### src/rtl/fifo_pkg.sv
// Shared definitions for the synchronous FIFO and its read-side packer.
package fifo_pkg;

    localparam int unsigned DEFAULT_DATA_WIDTH = 8;
    localparam int unsigned DEFAULT_ADDR_WIDTH = 4;

    // Widest lane count the keep helper can describe.
    localparam int unsigned MAX_LANES = 32;

    typedef enum logic {
        FILL = 1'b0,
        OUT  = 1'b1
    } pack_state_t;

    // Keep vector for a partial word: the lowest 'count' lanes are valid.
    function automatic logic [MAX_LANES-1:0] keep_mask(input int unsigned count);
        logic [MAX_LANES-1:0] mask;
        mask = '0;
        for (int unsigned i = 0; i < MAX_LANES; i++) begin
            if (i < count) begin
                mask[i] = 1'b1;
            end
        end
        return mask;
    endfunction

endpackage

### src/rtl/fifo_rd_packer.sv
// Drains a FIFO read port one lane at a time and packs PACK_RATIO lanes,
// LSB-first, into one wide word presented on a valid/ready handshake.
// A flush pulse emits the current partial word with a keep mask and last flag.
module fifo_rd_packer
    import fifo_pkg::*;
#(
    parameter  int unsigned DATA_WIDTH = DEFAULT_DATA_WIDTH,
    parameter  int unsigned PACK_RATIO = 4,
    localparam int unsigned OUT_WIDTH  = DATA_WIDTH * PACK_RATIO,
    localparam int unsigned CNT_W      = $clog2(PACK_RATIO + 1)
) (
    input  logic                  clk,
    input  logic                  reset,
    input  logic                  fifo_empty,
    output logic                  fifo_rd_en,
    input  logic [DATA_WIDTH-1:0] fifo_data,
    input  logic                  flush,
    output logic [OUT_WIDTH-1:0]  out_data,
    output logic [PACK_RATIO-1:0] out_keep,
    output logic                  out_last,
    output logic                  out_valid,
    input  logic                  out_ready
);

    localparam int unsigned CNT_W1 = CNT_W + 1;

    pack_state_t          state;
    logic [CNT_W-1:0]     count;
    logic                 rd_pending;
    logic                 flush_pend;
    logic [OUT_WIDTH-1:0] lanes;

    logic [OUT_WIDTH-1:0] lanes_cap;
    logic [CNT_W1-1:0]    in_use;
    logic                 word_full;

    // Lanes already captured plus the one whose data arrives this cycle.
    assign in_use = {1'b0, count} + CNT_W1'(rd_pending);

    // Read request is combinational so a non-empty FIFO is drained back-to-back.
    assign fifo_rd_en = (state == FILL) && !reset && !fifo_empty && !flush_pend
                        && (in_use < CNT_W1'(PACK_RATIO));

    // This cycle's FIFO data written into the lane selected by count.
    always_comb begin
        lanes_cap = lanes;
        for (int unsigned i = 0; i < PACK_RATIO; i++) begin
            if (count == CNT_W'(i)) begin
                lanes_cap[i*DATA_WIDTH +: DATA_WIDTH] = fifo_data;
            end
        end
    end

    // The capture in progress fills the final lane.
    assign word_full = rd_pending && (count == CNT_W'(PACK_RATIO - 1));

    // Pack FSM: lane capture, word completion, flush and output handshake.
    always_ff @(posedge clk) begin
        if (reset) begin
            state      <= FILL;
            count      <= '0;
            rd_pending <= 1'b0;
            flush_pend <= 1'b0;
            lanes      <= '0;
            out_data   <= '0;
            out_keep   <= '0;
            out_last   <= 1'b0;
            out_valid  <= 1'b0;
        end else begin
            case (state)
                FILL: begin
                    rd_pending <= fifo_rd_en;
                    if (rd_pending) begin
                        // In-flight data is always captured before a flush is honoured.
                        lanes <= lanes_cap;
                        count <= count + CNT_W'(1);
                        if (word_full) begin
                            state     <= OUT;
                            out_data  <= lanes_cap;
                            out_keep  <= '1;
                            out_last  <= 1'b0;
                            out_valid <= 1'b1;
                        end
                    end else if (flush_pend) begin
                        // Empty words are never emitted; the flush just retires.
                        flush_pend <= 1'b0;
                        if (count != '0) begin
                            state     <= OUT;
                            out_data  <= lanes;
                            out_keep  <= PACK_RATIO'(keep_mask(32'(count)));
                            out_last  <= 1'b1;
                            out_valid <= 1'b1;
                        end
                    end
                end
                OUT: begin
                    rd_pending <= 1'b0;
                    if (out_ready) begin
                        state     <= FILL;
                        out_valid <= 1'b0;
                        count     <= '0;
                        lanes     <= '0;
                    end
                end
            endcase
            // A new flush request is never lost to a same-cycle retirement.
            if (flush) begin
                flush_pend <= 1'b1;
            end
        end
    end

endmodule

### config.mk
export PLATFORM = sky130hd
export DESIGN_NAME = fifo_rd_packer
export DESIGN_NICKNAME = d
export VERILOG_FILES = /design/src/rtl/fifo_pkg.sv /design/src/rtl/fifo_rd_packer.sv
export SDC_FILE = /design/constraint.sdc
export NUM_CORES = 1
export LEC_CHECK = 0
export ABC_CLOCK_PERIOD_IN_PS = 2600
export CORE_MARGIN = 2
export CORE_UTILIZATION = 44
export CTS_CLUSTER_DIAMETER = 150
export CTS_CLUSTER_SIZE = 10
export DETAILED_ROUTE_END_ITERATION = 10
export PLACE_DENSITY = 0.69
export SLEW_MARGIN = 10
export SYNTH_ARGS = -nofsm -noshare
export SYNTH_HDL_FRONTEND = slang
export SYNTH_SLANG_ARGS = --single-unit
### constraint.sdc
create_clock -name clk -period 2.6 [get_ports clk]
set_input_delay 0.52 -clock clk [delete_from_list [all_inputs] [get_ports clk]]
set_output_delay 0.52 -clock clk [all_outputs]
set_load 0.02 [all_outputs]
==> metrics.cfg <==
[outcome]
status = completed

[power_and_ir_drop]
pwr-share-clk_pct = 37.3
ir_drop_mv = 0.292
swShare_pct = 26.4
power_density_nw_per_um2 = 569
power_frac_comb_pct = 13.2
pwr-share-seq_pct = 49.5
total_leakage_power_nw = 1.50
power.switching_w = 0.000653
intPower_w = 0.00182
fin_total_pwr_w = 0.00247

[cells_and_area]
drive_above_1_share_pct = 14.1
fin_area_um2 = 4340
area_growth_pct = 18.3
diodes = 0
fin_nets = 416

[placed_design]
place_area_um2 = 4140
place_congestion = 0.806
portBuffers = 51
hpwl_mm = 5.53

[drt]
drtPass1Iterations = 4
drc = 0
vias = 3092
wirelength_mm = 9.05
via_per_inst = 6.06
drtAntennaViolNets = 0
drt_iter0_drc = 251
wl_per_cell_um = 17.7

[die]
die_area_um2 = 9080
io_pins = 52
die_x_um = 95.3
rows = 33
start_util_pct = 45.1
die_height_um = 95.3
coreArea_um2 = 8130

[cts]
numClockSinks = 76
clkTransAtPathRegs_ps = 80
cts_root_buf = clkbuf_8
h-tree-depth = 3
clk_latency_ps = 340
cts_buffers = 9
clk_path_buf_depth = 2
tritoncts = done
cts_hold_buf = 0

[critical_path]
end_kind = output port
path_delay_family = simple AND/OR/NAND/NOR gates
worstPathCellList = or4_1 > a211oi_1 > dlygate4sd2_1
cpPeakStageDelay_ps = 550
required_ps = 2080
cpMaxStageDelayCell = or4_1
cp-start-kind = flop
worstPathArrival_ps = 1790
worstPathMaxFanout = 4
critPathBufInv = 1
path_class = flop to output port

[synth]
seq_area_frac_synth_pct = 41.5
syn_nets = 397
synth.avg_cell_area_um2 = 9.63
synthArstFlopShare_pct = 0
synthCells = 381
ys.flop_type = dfxtp_1
synth_area_leader_cell = dfxtp_1
synth.most_common_cell = dfxtp_1
synth_edf_count = 0
ys_seq_elements = 76
yosys_warnings = 0
synthTopCellsByCount = dfxtp_1 (76), a21oi_1 (37), a221oi_1 (32), mux2i_1 (32), nand3_1 (32)
yosysUniqueCellTypes = 37
netlist.area_leader.share_pct = 41.5
synth_area_um2 = 3670
yosys-top-cells-area = dfxtp_1 (41%), mux2i_1 (8.7%), a221oi_1 (7.6%)

[global_route]
grt_max_degree = 71
gr-usage-all-layers_pct = 21.2
overflow = 0
grt_pass1_wl_mm = 15.0
antenna_found_initial = 0
grt_pass1_vias = 2922

[timing]
period_minus_slack_ps = 2310
fin_skew_ps = 6.30
fmax_mhz = 432
tns_ps = 0
slew_violations = 0
slew_headroom_pct = 43.7
finalCritPeriodShare_pct = 88.9
hold_violations = 0
rsz0062_at_grt = false
finalSetupViolCount = 0
worstMarginPinSlew_ps = 845

[run]
max_cap_violations = 0

[min_path]
hold_class = flop to flop

[flip-flops by register name, summed over array words and instances (netlist names)]
register	flops
flush_pend	1
state	1
rd_pending	1
out_valid	1
out_last	1
out_keep	4
out_data	32
lanes	32
count	3
[worst paths after layout]
path | slack (ps) | cells past startpoint | start | to
max reg2reg | 610 | 4 | rd_pending$_SDFF_PP0_ | out_data[7]$_SDFFE_PP0P_
min reg2reg | 470 | 2 | lanes[22]$_SDFFE_PP0P_ | lanes[22]$_SDFFE_PP0P_
min | 470 | 2 | lanes[22]$_SDFFE_PP0P_ | lanes[22]$_SDFFE_PP0P_
max | 290 | 3 | flush_pend$_SDFFE_PP0P_ | fifo_rd_en
[worst reg2reg max path, cell delays in order, from the launching register on]
cell      delay (ps)
dfxtp_1          710
nor3b_4          290
buf_4            470
a221oi_1         190
a211oi_2         240
[layout by cell type (no fill, tap or decap), types with 2 or more instances in the layout]
cell type        instances
nor4bb_1                 2
ha_1                     3
buf_4                   13
a211oi_1                14
nor2b_1                  3
a21oi_1                 37
a211oi_2                21
o21ai_0                  4
nand3b_1                 2
nand4b_1                 3
nand4bb_1                2
clkbuf_8                11
inv_1                    4
clkinv_2                 4
nand3_1                 32
mux2i_1                 32
nor2_1                   3
clkdlybuf4s50_1         49
o211a_1                  3
o211ai_1                16
nor3b_4                  2
a221oi_1                32
o221a_2                  2
dfxtp_1                 76
nand2_1                 21
nand2b_1                 2
[kinds of logic (layout without fill, tap and decap cells)]
group | count (synthesis) | count (layout) | synth area share, %
compound gates | 131 | 131 | 28.4
fa+ha+maj | 3 | 3 | 1.02
buf+inv | 61 | 85 | 8.25
flops | 76 | 76 | 41.5
mux | 32 | 32 | 8.73
simple gates | 78 | 78 | 12.1
[layout make-up]
class / instances / area, um2
clock inverters: 5 / 50.0
clock buffers: 11 / 151
inverters: 4 / 15.0
repair buffers: 65 / 622
flip-flops and latches: 76 / 1520
fillers: 738 / 3790
multi-input cells: 244 / 1850
well taps: 105 / 131
[power groups by stage]
stage               clock (W)  combinational, W  sequential [W]
floorplan                   0          0.000203         0.00127
global placement            0          0.000322         0.00125
detailed placement          0          0.000325         0.00125
CTS                  0.000933          0.000327         0.00122
global route         0.000983          0.000353         0.00123
finish               0.000920          0.000326         0.00122
[metrics by stage]
step           hold WS, ps  std cells  setup WS [ps]  utilization, %
6_report               469        510            287            53.4
5_1_grt                488        510            176            53.4
4_1_cts                473        510            266            53.4
3_5_place_dp           459        494            147            50.9
3_3_place_gp           453        494            132            50.9
2_1_floorplan          448        381            420               -
[per-layer routing]
metal	part of all wire, %	wire (um)	up-vias	GRT usage, %
met5	0	0	-	0
met4	0.48	43	0	7.00
met3	4.6	413	7	3.08
met2	47	4240	84	32.6
met1	48	4350	1519	30.4
li1	-	-	1482	-
[what timing repair did]
action	CTS	global route
endpoints found under the setup margin	1	0
resized for setup	1	0
endpoints found under the hold margin	0	0
setup buffers	0	0
Power figures use the tool's default switching activity.
